File: src/rtl/posit_encoder_pipe.sv
// posit_encoder_pipe
//   Multi-lane, two-stage pipelined posit encoder with a valid/ready handshake.
//   Each lane turns {sign, signed scale k*2^es+e, normalised mantissa} into an
//   n-bit posit. Rounding is RNE or RTZ. Non-zero magnitudes saturate to
//   minpos/maxpos and never become 0 or NaR.
//   Stage 1: builds the regime, packs the fields, right-shifts them, and keeps the guard and sticky bits.
//   Stage 2: rounds, saturates, negates, and applies the NaR/zero overrides.
//
// Ports
//   clk_i, rst_ni              clock, async active-low reset
//   in_valid_i / in_ready_o    input handshake
//   round_mode_i               0 = RNE, 1 = RTZ (per beat)
//   tag_i / tag_o              sideband tag, passed through unchanged
//   nar_i, sign_i              per-lane NaR flag and sign
//   rg_exp_i                   per-lane two's-complement scale, lane i in slice i
//   mant_norm_i                per-lane mantissa, MSB = implicit bit (0 => zero)
//   out_valid_o / out_ready_i  output handshake
//   result_o                   per-lane posits, lane i in slice i
module posit_encoder_pipe #(
  parameter int n          = 16,
  parameter int es         = 1,
  parameter int NUM_LANES  = 4,
  parameter int TAG_WIDTH  = 4,
  parameter int nd         = $clog2(n - 1),
  parameter int EXP_WIDTH  = nd + es,
  parameter int MANT_WIDTH = n - es - 3
) (
  input  logic                                 clk_i,
  input  logic                                 rst_ni,
  input  logic                                 in_valid_i,
  output logic                                 in_ready_o,
  input  logic                                 round_mode_i,
  input  logic [TAG_WIDTH-1:0]                 tag_i,
  input  logic [NUM_LANES-1:0]                 nar_i,
  input  logic [NUM_LANES-1:0]                 sign_i,
  input  logic [NUM_LANES*(EXP_WIDTH+1)-1:0]   rg_exp_i,
  input  logic [NUM_LANES*(MANT_WIDTH+1)-1:0]  mant_norm_i,
  output logic                                 out_valid_o,
  input  logic                                 out_ready_i,
  output logic [TAG_WIDTH-1:0]                 tag_o,
  output logic [NUM_LANES*n-1:0]               result_o
);

  localparam int SW  = n - 1;          // field string kept after the sign bit
  localparam int WW  = 2 * n;          // shift workspace, wide enough to lose nothing
  localparam int SCW = EXP_WIDTH + 1;  // signed scale width
  localparam int MW  = MANT_WIDTH + 1;

  localparam logic signed [SCW-1:0] K_MAX = SCW'(n - 2);
  localparam logic signed [SCW-1:0] K_MIN = -K_MAX;
  localparam logic [n-1:0] MAXPOS = {1'b0, {(n-1){1'b1}}};
  localparam logic [n-1:0] MINPOS = n'(1);
  localparam logic [n-1:0] NAR    = {1'b1, {(n-1){1'b0}}};

  logic adv;
  assign adv        = out_ready_i | ~out_valid_o;

  // ---------------- stage 1: regime build, pack, shift ----------------
  logic                           s1_valid;
  logic [TAG_WIDTH-1:0]           s1_tag;
  logic                           s1_rm;
  logic [NUM_LANES-1:0]           s1_nar, s1_sign, s1_zero, s1_sat_hi, s1_sat_lo;
  logic [NUM_LANES-1:0]           s1_guard, s1_sticky;
  logic [NUM_LANES-1:0][SW-1:0]   s1_field;

  assign in_ready_o = adv | ~s1_valid;

  logic [NUM_LANES-1:0][SW-1:0]   field_d;
  logic [NUM_LANES-1:0]           guard_d, sticky_d, sat_hi_d, sat_lo_d, zero_d;

  logic signed [SCW-1:0] scale, k;
  logic [SCW-1:0]        sh;
  logic [SW-1:0]         base;
  logic [WW-1:0]         wide;

  always_comb begin
    field_d  = '0;
    guard_d  = '0;
    sticky_d = '0;
    sat_hi_d = '0;
    sat_lo_d = '0;
    zero_d   = '0;
    scale    = '0;
    k        = '0;
    sh       = '0;
    base     = '0;
    wide     = '0;
    for (int i = 0; i < NUM_LANES; i++) begin
      scale = rg_exp_i[i*SCW +: SCW];
      k     = scale >>> es;
      // k >= 0: "10" shifted right by k with ones fill -> k+1 ones then 0.
      // k <  0: "01" shifted right by -k-1 (= ~k) with zero fill -> -k zeros then 1.
      sh    = k[SCW-1] ? ~k : k;
      base  = {~k[SCW-1], k[SCW-1], scale[es-1:0], mant_norm_i[i*MW +: MANT_WIDTH]};
      wide  = {base, {(WW-SW){1'b0}}} >> sh;
      if (!k[SCW-1]) wide = wide | ~({WW{1'b1}} >> sh);
      field_d[i]  = wide[WW-1 -: SW];
      guard_d[i]  = wide[WW-SW-1];
      sticky_d[i] = |wide[WW-SW-2:0];
      sat_hi_d[i] = k > K_MAX;
      sat_lo_d[i] = k < K_MIN;
      zero_d[i]   = ~mant_norm_i[i*MW + MANT_WIDTH];
    end
  end

  always_ff @(posedge clk_i or negedge rst_ni) begin
    if (!rst_ni) begin
      s1_valid  <= 1'b0;
      s1_tag    <= '0;
      s1_rm     <= 1'b0;
      s1_nar    <= '0;
      s1_sign   <= '0;
      s1_zero   <= '0;
      s1_sat_hi <= '0;
      s1_sat_lo <= '0;
      s1_guard  <= '0;
      s1_sticky <= '0;
      s1_field  <= '0;
    end else if (in_ready_o) begin
      s1_valid <= in_valid_i;
      if (in_valid_i) begin
        s1_tag    <= tag_i;
        s1_rm     <= round_mode_i;
        s1_nar    <= nar_i;
        s1_sign   <= sign_i;
        s1_zero   <= zero_d;
        s1_sat_hi <= sat_hi_d;
        s1_sat_lo <= sat_lo_d;
        s1_guard  <= guard_d;
        s1_sticky <= sticky_d;
        s1_field  <= field_d;
      end
    end
  end

  // ---------------- stage 2: round, saturate, negate, specials ----------------
  logic [NUM_LANES*n-1:0] res_d;
  logic [n-1:0]           rnd, mag;
  logic                   inc;

  always_comb begin
    res_d = '0;
    rnd   = '0;
    mag   = '0;
    inc   = 1'b0;
    for (int i = 0; i < NUM_LANES; i++) begin
      inc = ~s1_rm & s1_guard[i] & (s1_sticky[i] | s1_field[i][0]);
      rnd = {1'b0, s1_field[i]} + n'(inc);
      // rnd[n-1] set means rounding carried out of maxpos
      if (s1_sat_hi[i] || rnd[n-1])        mag = MAXPOS;
      else if (s1_sat_lo[i] || rnd == '0)  mag = MINPOS;
      else                                 mag = rnd;
      if (s1_nar[i])        res_d[i*n +: n] = NAR;
      else if (s1_zero[i])  res_d[i*n +: n] = '0;
      else if (s1_sign[i])  res_d[i*n +: n] = -mag;
      else                  res_d[i*n +: n] = mag;
    end
  end

  always_ff @(posedge clk_i or negedge rst_ni) begin
    if (!rst_ni) begin
      out_valid_o <= 1'b0;
      tag_o       <= '0;
      result_o    <= '0;
    end else if (adv) begin
      out_valid_o <= s1_valid;
      if (s1_valid) begin
        tag_o    <= s1_tag;
        result_o <= res_d;
      end
    end
  end

endmodule

File: config.mk
export PLATFORM = sky130hd
export DESIGN_NAME = posit_encoder_pipe
export DESIGN_NICKNAME = d
export VERILOG_FILES = /design/src/rtl/posit_encoder_pipe.sv
export SDC_FILE = /design/constraint.sdc
export NUM_CORES = 1
export LEC_CHECK = 0
export ABC_CLOCK_PERIOD_IN_PS = 4090
export CAP_MARGIN = 10
export CELL_PAD_IN_SITES_DETAIL_PLACEMENT = 1
export CELL_PAD_IN_SITES_GLOBAL_PLACEMENT = 2
export CORE_MARGIN = 4
export CORE_UTILIZATION = 31
export CTS_CLUSTER_DIAMETER = 60
export CTS_CLUSTER_SIZE = 28
export DETAILED_ROUTE_END_ITERATION = 7
export PLACE_DENSITY_LB_ADDON = 0.1
export SYNTH_ARGS = -nofsm -noshare
export SYNTH_HDL_FRONTEND = slang
export SYNTH_SLANG_ARGS = --single-unit
File: constraint.sdc
create_clock -name clk_i -period 4.09 [get_ports clk_i]
set_clock_uncertainty 0.2 [all_clocks]
set_input_delay 1.227 -clock clk_i [delete_from_list [all_inputs] [get_ports clk_i]]
set_output_delay 1.227 -clock clk_i [all_outputs]
set_load 0.005 [all_outputs]
## Word level (Yosys, flattened, before mapping)

Cells that the tools add are included.

| word-level totals | value |
|---|---|
| bits in registers | 163 |
| bits of input ports | 93 |
| output and inout port bits | 70 |
| logic and storage cells | 124 |

| cells by class | value |
|---|---|
| add/subtract/negate cells | 8 |
| $lt $le $gt $ge | 8 |
| shifts and indexed selects | 8 |
| muxes and demuxes | 28 |
| bitwise logic cells | 37 |
| reduce and logical (&&, ||, !) cells | 18 |

Operators with widths:

| operator | count |
|---|---|
| $mux 16 | 20 |
| $mux 32 | 4 |
| $not 32->32 | 4 |
| $or 32x32->32 | 4 |
| $shr 32x6->32 | 4 |
| $shr 32x6->32 const A | 4 |
| $add 15x1->16 | 4 |
| $logic_not 16->1 | 4 |
| $neg 16->16 | 4 |
| $reduce_or 16->1 | 4 |
| $mux 6 | 4 |
| $not 5->6 | 4 |
| $gt 5x5->1 const B | 4 |
| $lt 5x5->1 const B | 4 |
| $not 1->1 | 11 |
| $and 1x1->1 | 8 |
| $logic_or 1x1->1 | 8 |
| $or 1x1->1 | 6 |
| $reduce_and 2->1 | 2 |

## Logic depth before layout (Yosys ltp)

| depth | value |
|---|---|
| depth after elaboration | 12 |
| gate-level depth with buffers | 18 |
| gate-level depth less buffers | 17 |

## Least setup slack after synthesis

OpenSTA, ideal clock, no wires.

| timing path | value |
|---|---|
| path type | register -> register |
| from | reg s1_rm |
| to | reg result_o[62] |
| setup time | 0.121 ns |
| data arrival time | 3.950 ns |
| required time | 3.769 ns |
| setup slack | -0.180 ns |
| cell stages (with the launch flop) | 18 |
| period minus slack after synthesis | 4.270 ns |
| cell sequence | dfrtp_1 nor3b_1 ha_1 ha_1 xnor2_1 nor3b_1 and3_1 o2111ai_1 o31a_1 clkbuf_1 a21oi_1 ha_1 nor4b_1 a41oi_1 o31ai_1 o21ai_1 xor2_1 a22o_1 |

| on the way | value |
|---|---|
| word-level cells in the longest chain between the ends | 12 |

RTL lines:

| what | RTL line | text |
|---|---|---|
| start, declared | 61 | `logic s1_rm;` |
| start signal, assigned | 123 | `s1_rm <= round_mode_i;` |
| $not 1->1 (*) | 147 | `inc = ~s1_rm & s1_guard[i] & (s1_sticky[i] \| s1_field[i][0]);` |
| $and 1x1->1 (*) (2 in a row) | 147 |  |
| $add 15x1->16 (*) | 148 | `rnd = {1'b0, s1_field[i]} + n'(inc);` |
| $logic_not 16->1 | 151 | `else if (s1_sat_lo[i] \|\| rnd == '0) mag = MINPOS;` |
| $logic_or 1x1->1 | 151 |  |
| $mux 16 | 151 |  |
| $mux 16 (*) | 150 | `if (s1_sat_hi[i] \|\| rnd[n-1]) mag = MAXPOS;` |
| $neg 16->16 | 155 | `else if (s1_sign[i]) res_d[i*n +: n] = -mag;` |
| $mux 16 (*) | 155 |  |
| $mux 16 (*) | 154 | `else if (s1_zero[i]) res_d[i*n +: n] = '0;` |
| $mux 16 (*) | 153 | `if (s1_nar[i]) res_d[i*n +: n] = NAR;` |
| end signal, assigned | 169 | `result_o <= res_d;` |
| end, declared | 41 | `output logic [NUM_LANES*n-1:0] result_o` |

Mark *: on every way between the ends. The rest lies on a longest branch, timed or not.
A chain may end at the register's enable or synchronous reset.

## Final worst setup path

| timing path | value |
|---|---|
| from | reg s1_rm |
| to | reg result_o[26] |

Same word-level chain as after synthesis.

==> metrics.csv <==
stage,metric,value,unit
synth,synth_fp_nets,1922,
routing,wl_per_cell,18.7,um
floorplan,dieArea,48600,um2
routing,ant_nets,0,
floorplan,pin_count,163,
synth,yosysMostFrequentCell,nand2_1,
routing,num_vias,14000,
power,p_int,0.00435,W
flow_run,maxCapViolations,0,
routing,drt_pass1_iterations,5,
routing,routed_wl,48900,um
synth,synth_area,14000,um2
clock_network,cts_root_buf,clkbuf_16,
global_route,grt_usage,20.0,%
floorplan,die_width,221,um
synth,synth_edf_count,0,
place,gp_congestion,0.850,
cells_and_area,final_cells,2611,
power,finalPower,0.00714,W
timing,rsz0062_at_grt,yes,
timing,finalWorstSetupSlack,0.0195,ns
critical_path,reg2reg_slack,0.02,ns
power,clkPwrFrac,22.3,%
clock_network,clock_sinks,163,
timing,hold_viol,0,
critical_path,cp.required,4.24,ns
global_route,grt_max_degree,69,
clock_network,ctsHtreeMaxLevel,4,
synth,synth_common_cells,"nand2_1 (257), o21ai_0 (185), dfrtp_1 (163)",
cells_and_area,syn_to_final_growth,29.3,%
status,status,finished clean,
global_route,grt_pass1_wl,79000,um
timing,slew_viol_final,0,
synth,post-synth-top-area-cell,dfrtp_1,
timing,tightest_slew,0.972,ns
synth,syn_avg_cell_area,7.78,um2
critical_path,r2r_end,result_o[26]$_DFFE_PN0P_,
cells_and_area,num_antenna_cells,0,
critical_path,crit_type,reg -> reg,
global_route,antenna_found_initial,2,
power,p_leak,7.50,nW
critical_path,cp_top_family,simple AND/OR/NAND/NOR gates,
clock_network,cts_buffers,17,
synth,synthFlopType,dfrtp_1,
synth,synthDominantCellAreaShare,29.1,%
hold_path,holdCritStartpoint,result_o[58]$_DFFE_PN0P_,
critical_path,reg2regPathDepth,18,
critical_path,crit_fanout,5,
synth,netlist-cell-type-count,92,
critical_path,cp_cell_sequence,buf_12 > buf_4 > nor3b_4 > ha_4 > buf_6 > nand3_1 > xnor2_1 > a211oi_4 > a21boi_4 > a31oi_4 > nor3b_4 > ha_2 > inv_2 > or4_4 > a21oi_4 > nor2_2 > xnor2_1 > a22o_1,
hold_path,hold_class,reg -> reg,
place,dp.cells,2565,
timing,setup_viol,0,
routing,drcViolationCount,0,
place,io_buffers,162,
cells_and_area,final_layout_size_suffix_gt1_share,15.4,%
critical_path,cp.arrival,4.22,ns
routing,routed_via_density,5.38,
synth,async_flop_share,100,%
power,irDropWorstVdd,0.306,mV
synth,synth_cells,1801,
critical_path,cp-end-kind,flip-flop,
hold_path,min_to,result_o[58]$_DFFE_PN0P_,
place,post-place-ws,-0.152,ns
hold_path,hold_path_depth,2,
routing,drt_iter0_drc,601,
global_route,first_global_vias,14400,
clock_network,cts_hold_buf,0,
synth,synthTopCellsByArea,"dfrtp_1 (29%), mux2i_1 (7.9%), nand2_1 (6.9%)",
cells_and_area,n_fill_cell,5358,
power,netSwitchingFraction,39.1,%
synth,ys_warn_count,0,
floorplan,rows,77,
timing,period_needed,4.07,ns
power,p_comb_share,45.0,%
power,pwr-share-seq,32.7,%
critical_path,cp_slowest_cell,or4_4,
timing,fmax,0.246,GHz
synth,synth.ff_latch_count,163,
clock_network,cts_buffer_depth,2,
critical_path,critPathLaunchType,flip-flop,
cells_and_area,nNetsFinal,2127,
power,p_switching,0.00279,W
power,powerDensity,394,nW/um2
timing,fin_crit_sh,99.5,%
floorplan,start_util,31.5,%
clock_network,cts_tree,yes,
floorplan,dieHeight,221,um
timing,slew_headroom,35.0,%
floorplan,coreArea,44400,um2
synth,yosysSeqAreaShare,29.1,%
clock_network,insertion_delay,0.46,ns
critical_path,max_stage_delay,0.59,ns
place,dp_hpwl,38400,um
critical_path,worstReg2RegStart,s1_rm$_DFFE_PN0P_,
global_route,globalRouteOverflowTotal,0,
critical_path,timing.critical_path.buf_inv,4,
clock_network,clkTransAtPathRegs,0.07,ns
timing,tns,0,ns
## kinds of logic (layout without fill, tap and decap cells)
kind of cell,Yosys count,count (layout),share of synthesized area (%)
AO/OA/AOI/OAI,531,531,23.7
XOR/XNOR,115,115,7.19
adder cells (fa/ha/maj),42,42,3.50
buffers and inverters,186,404,5.36
flip-flops,163,163,29.1
multiplexers,125,125,9.47
AND/OR/NAND/NOR,639,639,21.6
## worst register-to-register path: cells and delay by family (launching register included)
family / cells / cell delay (ns)
and+or+nand+nor: 5 / 1.18
xor gates and xnor gates: 2 / 0.57
DFF: 1 / 0.41
AOI/OAI and AO/OA: 5 / 0.77
buffers and inverters: 4 / 0.43
adders and majority gates: 2 / 0.39
## worst max path at each step
stage	from	end	slack (ns)	depth (start not counted)
2_1_floorplan	s1_rm$_DFFE_PN0P_	result_o[62]$_DFFE_PN0P_	0.004	17
3_3_place_gp	s1_rm$_DFFE_PN0P_	result_o[26]$_DFFE_PN0P_	-0.007	16
3_5_place_dp	s1_rm$_DFFE_PN0P_	result_o[26]$_DFFE_PN0P_	-0.15	17
4_1_cts	s1_rm$_DFFE_PN0P_	result_o[62]$_DFFE_PN0P_	0.001	16
5_1_grt	s1_rm$_DFFE_PN0P_	result_o[12]$_DFFE_PN0P_	-0.24	17
6_report	s1_rm$_DFFE_PN0P_	result_o[26]$_DFFE_PN0P_	0.02	18
## metrics by stage
| step | util, % | hold WS (ns) | cell area, um2 |
|---|---|---|---|
| global placement | 38.4 | 0.255 | 17100 |
| finish | 40.8 | 0.275 | 18100 |
| floorplan | - | 0.242 | 14000 |
| detailed placement | 38.4 | 0.269 | 17100 |
| global route | 40.8 | 0.297 | 18100 |
| CTS | 40.0 | 0.284 | 17700 |
## routing by layer
metal | global-route usage (%) | vias up | part of all wire (%)
met4 | 4.85 | 4 | 1.7
met5 | 0 | - | 0.043
met3 | 4.04 | 43 | 4.2
met2 | 34.5 | 206 | 49
met1 | 25.8 | 6856 | 45
li1 | - | 6934 | -
## flip-flops by register name, summed over array words and instances, names as in the netlist
signal / cells
out_valid_o: 1
result_o: 64
s1_field: 60
s1_guard: 4
s1_nar: 4
s1_rm: 1
s1_sat_hi: 4
s1_sat_lo: 4
s1_sign: 4
s1_sticky: 4
s1_tag: 4
s1_valid: 1
s1_zero: 4
tag_o: 4
## power groups by stage
stage	sequential (W)	clock, W	combinational (W)
2_1_floorplan	0.00217	0	0.00186
3_3_place_gp	0.00234	0	0.00302
3_5_place_dp	0.00236	0	0.00306
4_1_cts	0.00233	0.00165	0.00311
5_1_grt	0.00239	0.00172	0.00357
6_report	0.00233	0.00159	0.00321
## area by class of cell
class	instances	area, um2	share of cell area [%]
Multi-Input combinational cell	1452	9580	52.9
Sequential cell	163	4080	22.5
Timing Repair Buffer	329	2980	16.4
Tap cell	592	741	4.09
Clock inverter	13	125	0.691
Clock buffer	19	443	2.45
Inverter	43	161	0.891
## layout by cell type, fill, tap and decap left out, types with 9 or more instances in the layout
master	count
nand2b_1	11
a211oi_1	15
o31ai_1	10
a21oi_1	101
mux2_2	10
o22ai_1	18
a22o_1	9
clkdlybuf4s50_1	161
or3_1	15
o211ai_1	9
nand3_1	40
xnor2_1	65
and3_1	19
inv_1	38
nor3_1	47
mux2i_1	110
xor2_1	50
nand2_1	251
nor2_1	132
o21ai_0	179
ha_1	16
o21ai_1	24
a31oi_1	22
buf_4	156
a21o_1	16
nor2b_1	10
clkbuf_16	17
dfrtp_1	163
a221oi_1	13
maj3_1	14
a22oi_1	15
nand4_1	17
## what timing repair did
action	CTS	global route
setup buffers	4	10
pin swaps	8	27
resized for setup	16	63
endpoints found under the setup margin	8	17
No activity file was read; power rests on OpenSTA's default activity.
